File: src/rtl/out_port_arb.sv
// out_port_arb: switch arbiter for one output of the 5-port wormhole router.
// It finds which inputs want this output, picks one of them round-robin, and
// locks the output to that input until its tail flit passes. Every flit
// transfer also needs a free downstream credit.

// Per-input request decode: does this input's current flit target this output?
module out_port_arb_match #(
    parameter logic [2:0] PORT_ID = 3'b000
) (
    input  logic       valid,
    input  logic [2:0] dst,
    output logic       hit
);
    // Codes 101..111 never equal a legal PORT_ID, so they never match.
    assign hit = valid && (dst == PORT_ID);
endmodule

module out_port_arb #(
    parameter logic [2:0] PORT_ID = 3'b000,
    parameter int         CREDITS = 4
) (
    input  logic        clk,
    input  logic        reset,
    input  logic [4:0]  req_valid,
    input  logic [14:0] req_dst,
    input  logic [4:0]  flit_tail,
    input  logic        credit_in,
    output logic [4:0]  grant,
    output logic [2:0]  xbar_sel,
    output logic        xfer,
    output logic [3:0]  credits,
    output logic        credit_err
);
    localparam int         NUM_IN   = 5;
    localparam logic [3:0] CRED_MAX = 4'(CREDITS);

    typedef enum logic {IDLE, LOCKED} state_t;

    state_t      state, state_nxt;
    logic [2:0]  ptr, ptr_nxt;
    logic [4:0]  grant_nxt;
    logic [2:0]  sel_nxt;
    logic [NUM_IN-1:0] hit;
    logic        any_req;
    logic [2:0]  winner;
    logic [3:0]  rr_idx;
    logic        cred_nz;
    logic        cred_full;

    // One request decoder per input lane.
    for (genvar g = 0; g < NUM_IN; g++) begin : g_in
        out_port_arb_match #(.PORT_ID(PORT_ID)) u_match (
            .valid (req_valid[g]),
            .dst   (req_dst[3*g +: 3]),
            .hit   (hit[g])
        );
    end

    assign cred_nz   = (credits != 4'd0);
    assign cred_full = (credits == CRED_MAX);

    // xbar_sel holds the owner while LOCKED. Requests from other inputs do not matter here.
    assign xfer = (state == LOCKED) && req_valid[xbar_sel] && cred_nz;

    // Round-robin search: the first requester found at ptr, ptr+1, ... (mod 5) wins.
    always_comb begin
        any_req = 1'b0;
        winner  = ptr;
        rr_idx  = 4'd0;
        for (int k = 0; k < NUM_IN; k++) begin
            rr_idx = {1'b0, ptr} + 4'(k);
            if (rr_idx >= 4'd5)
                rr_idx = rr_idx - 4'd5;
            if (!any_req && hit[rr_idx[2:0]]) begin
                any_req = 1'b1;
                winner  = rr_idx[2:0];
            end
        end
    end

    // Next state of the FSM: lock onto the winner, then release after the tail transfers.
    always_comb begin
        state_nxt = state;
        ptr_nxt   = ptr;
        grant_nxt = grant;
        sel_nxt   = xbar_sel;
        case (state)
            IDLE: begin
                if (any_req && cred_nz) begin
                    state_nxt = LOCKED;
                    grant_nxt = 5'b00001 << winner;
                    sel_nxt   = winner;
                end
            end
            LOCKED: begin
                // On release xbar_sel keeps its value. Only grant drops.
                if (xfer && flit_tail[xbar_sel]) begin
                    state_nxt = IDLE;
                    grant_nxt = 5'b00000;
                    ptr_nxt   = (xbar_sel == 3'd4) ? 3'd0 : xbar_sel + 3'd1;
                end
            end
            default: state_nxt = IDLE;
        endcase
    end

    // State, pointer and the registered grant/select outputs.
    always_ff @(posedge clk) begin
        if (reset) begin
            state    <= IDLE;
            ptr      <= 3'd0;
            grant    <= 5'b00000;
            xbar_sel <= 3'd0;
        end else begin
            state    <= state_nxt;
            ptr      <= ptr_nxt;
            grant    <= grant_nxt;
            xbar_sel <= sel_nxt;
        end
    end

    // Saturating downstream credit counter with an overflow pulse.
    always_ff @(posedge clk) begin
        if (reset) begin
            credits    <= CRED_MAX;
            credit_err <= 1'b0;
        end else begin
            credit_err <= 1'b0;
            case ({xfer, credit_in})
                2'b10: credits <= credits - 4'd1;
                2'b01: begin
                    if (cred_full)
                        credit_err <= 1'b1;
                    else
                        credits <= credits + 4'd1;
                end
                default: credits <= credits;
            endcase
        end
    end
endmodule

File: config.mk
export PLATFORM = sky130hd
export DESIGN_NAME = out_port_arb
export DESIGN_NICKNAME = d
export VERILOG_FILES = /design/src/rtl/out_port_arb.sv
export SDC_FILE = /design/constraint.sdc
export NUM_CORES = 1
export LEC_CHECK = 0
export ABC_CLOCK_PERIOD_IN_PS = 5070
export CORE_UTILIZATION = 52
export DETAILED_ROUTE_END_ITERATION = 6
export PLACE_DENSITY = 0.84
export REMOVE_ABC_BUFFERS = 1
export SLEW_MARGIN = 10
export SYNTH_ARGS = -nofsm -noshare
export SYNTH_HDL_FRONTEND = slang
export SYNTH_SLANG_ARGS = --single-unit
File: constraint.sdc
create_clock -name clk -period 5.07 [get_ports clk]
set_input_delay 1.014 -clock clk [delete_from_list [all_inputs] [get_ports clk]]
set_output_delay 1.014 -clock clk [all_outputs]
set_load 0.1 [all_outputs]
==> results.md <==
- Status: finished, violations left
- Failing checks: DRC
- Fill cells: 298
- Largest net degree at the start of global routing: 18
- Final ANT Viol Nets: 0
- Core ar.: 3661 µm²
- DIE HEIGHT: 63.64 µm
- Routability Congestion: 0.9709
- Critical Path End Type: register
- Mean post-synth cell area: 8.266 µm²
- Area growth syn-to-layout: 25.14%
- Chip width: 63.64 µm
- Area leader, netlist: dfxtp_1
- Die Area: 4050 µm²
- Synth top area share: 17.23%
- MaxCap Viol Count: 0
- Peak Freq: 0.2536 GHz
- Detailed Place HPWL: 4101 µm
- Leak: 0.9411 nW
- Crit path DAT: 4.09 ns
- Period minus WS final: 3.944 ns
- Clk_lat worst skew: 0.25 ns
- Multi-input gate area: 1558 µm²
- Unrepaired setup endpoints after global routing: no
- Setup CP Type: register to register
- Worst hold path class: register to register
- IO Count: 42
- Largest cells by area after synthesis: dfxtp_1, ha_1, a21oi_1
- Final net count: 324
- Post-synth EDFFs: 0
- # resized after CTS: 0
- Worst-case clock buffer depth: 2
- Most frequent cells in the layout: clkdlybuf4s50_1, nor2_1, nand2_1, dfxtp_1, a21oi_1
- Synth unique cells: 68
- CTS H-tree lvls: 1
- Post-synthesis sequential area ratio: 17.23%
- Post-Syn Area: 1976 µm²
- Headroom to the max-slew limit: 34.24%
- Site row count: 22
- Number of diodes: 0
- Initial core utilization: 53.96%
- Root buf cell: clkbuf_8
- DRC Markers: 2
- Vias/cell: 6.316
- Post-CTS setup repair buffer count: 0
- Antenna violations before repair: 0
- CTS clock-pin slew for the worst setup and hold paths: 0.07 ns
- Final Skew: 0.001645 ns
- Initial drt markers: 113
- CTS tree: done
- PwrDens: 536.1 nW/µm²
- Num Clock Sinks: 17
- Storage cell area: 340.3 µm²
- Layout cells sized above 1: 11.39%
- Final core utilization: 67.53%
- Grt ovf: 0
- Port bufs: 41
- Routed len/inst: 15.93 µm
- Max Transition Viols Final: 0
- TNS Setup: 0 ns
- Syn Inst Count: 239
- Total Wirelength: 5241 µm
- Setup crit start kind: register
- Ys async rst share: 0%
- Post-CTS Hold Fix Bufs: 0
- Global Route Usage Sum: 27.59%
- Vias in the first global route: 1,917
- YS warnings: 0
- Most common cell after layout, fill and taps aside: clkdlybuf4s50_1
- Final setup violation count: 0
- Max FO, Critical Path: 11
- CP required: 5.22 ns
- Main synth FF type: dfxtp_1
- Total number of vias: 2,078
- TritonCTS buffer count: 3
- First-pass DRT Iterations: 6
- Worst-Margin Slew: 0.9833 ns
- Final period utilization: 77.79%
- VDD IR max: 0.4904 mV
- First-pass GRT wire length: 8901 µm
- Yosys reg bits: 17
- Final hold violations: 0
where the power goes:
group          internal (mW)  total, mW  switching (mW)
clock network         0.0546      0.103          0.0480
registers              0.175      0.234          0.0588
logic                  0.353      0.989           0.636
total                  0.583       1.33           0.742
sequential cells by signal (all words and copies together), names as in the netlist:
| name | count |
|---|---|
| ptr | 3 |
| grant | 5 |
| xbar_sel | 3 |
| credits | 4 |
| credit_err | 1 |
| state | 1 |
cell usage after synthesis (5+ instances only):
| master | instances |
|---|---|
| o21ai_0 | 14 |
| nor2_1 | 19 |
| mux2i_1 | 8 |
| nand2_1 | 17 |
| inv_1 | 10 |
| ha_1 | 12 |
| a21oi_1 | 16 |
| nor2b_1 | 9 |
| dfxtp_1 | 17 |
| nor3_1 | 8 |
| a211oi_1 | 6 |
| mux2_2 | 5 |
cell families after synthesis:
kind of cell | synth area share (%)
buf+inv | 3.926
mux | 9.183
simple gates | 28.31
flops | 17.23
compound gates | 28.63
fa+ha+maj | 9.626
xor+xnor | 3.103
metrics by stage:
stage | setup slack [ns] | cell area [µm²] | power (mW) | hold WS [ns] | std cells
after floorplan | -0.5925 | 1936 | 0.9891 | 0.4938 | 233
after global placement | 1.039 | 2426 | 1.197 | 0.4654 | 325
after detailed placement | 0.9599 | 2426 | 1.213 | 0.4573 | 325
after CTS | 1.147 | 2472 | 1.318 | 0.4738 | 329
after global routing | 0.8720 | 2472 | 1.419 | 0.5064 | 329
final | 1.126 | 2472 | 1.325 | 0.4687 | 329
worst paths after layout:
path	cells after the start	start	endpoint	slack, ns
min	1	grant[3]	grant[3]	0.47
max	11	ptr[1]	grant[1]	1.13
max reg2reg	11	ptr[1]	grant[1]	1.13
min reg2reg	1	grant[3]	grant[3]	0.47
metal layers:
layer / vias to the layer above / global-route usage, % / wire length [µm]
met3: 5 / 4.167 / 327
li1: 1014 / - / -
met5: - / 0 / 0
met2: 78 / 44.15 / 2463
met4: 0 / 6.250 / 29
met1: 981 / 38.53 / 2421
area by class of cell:
class                      count  area share, %
inverter                      10          1.518
timing repair buffer          44          17.41
clock inverter                 1         0.2024
sequential                    17          13.77
multi-input combinational    206          63.01
tap                           48          2.429
clock buffer                   3          1.670
critical path, stage by stage (launching register included):
cell	delay (ns)
dfxtp_1	0.63
ha_1	0.24
inv_1	0.05
fa_1	0.42
a21o_1	0.21
a21oi_1	0.34
mux2_2	0.42
a32oi_1	0.39
nor4_1	0.16
a211oi_2	0.48
nand2_1	0.16
o41ai_1	0.34
Note: power is estimated with default switching activity, not from simulation.
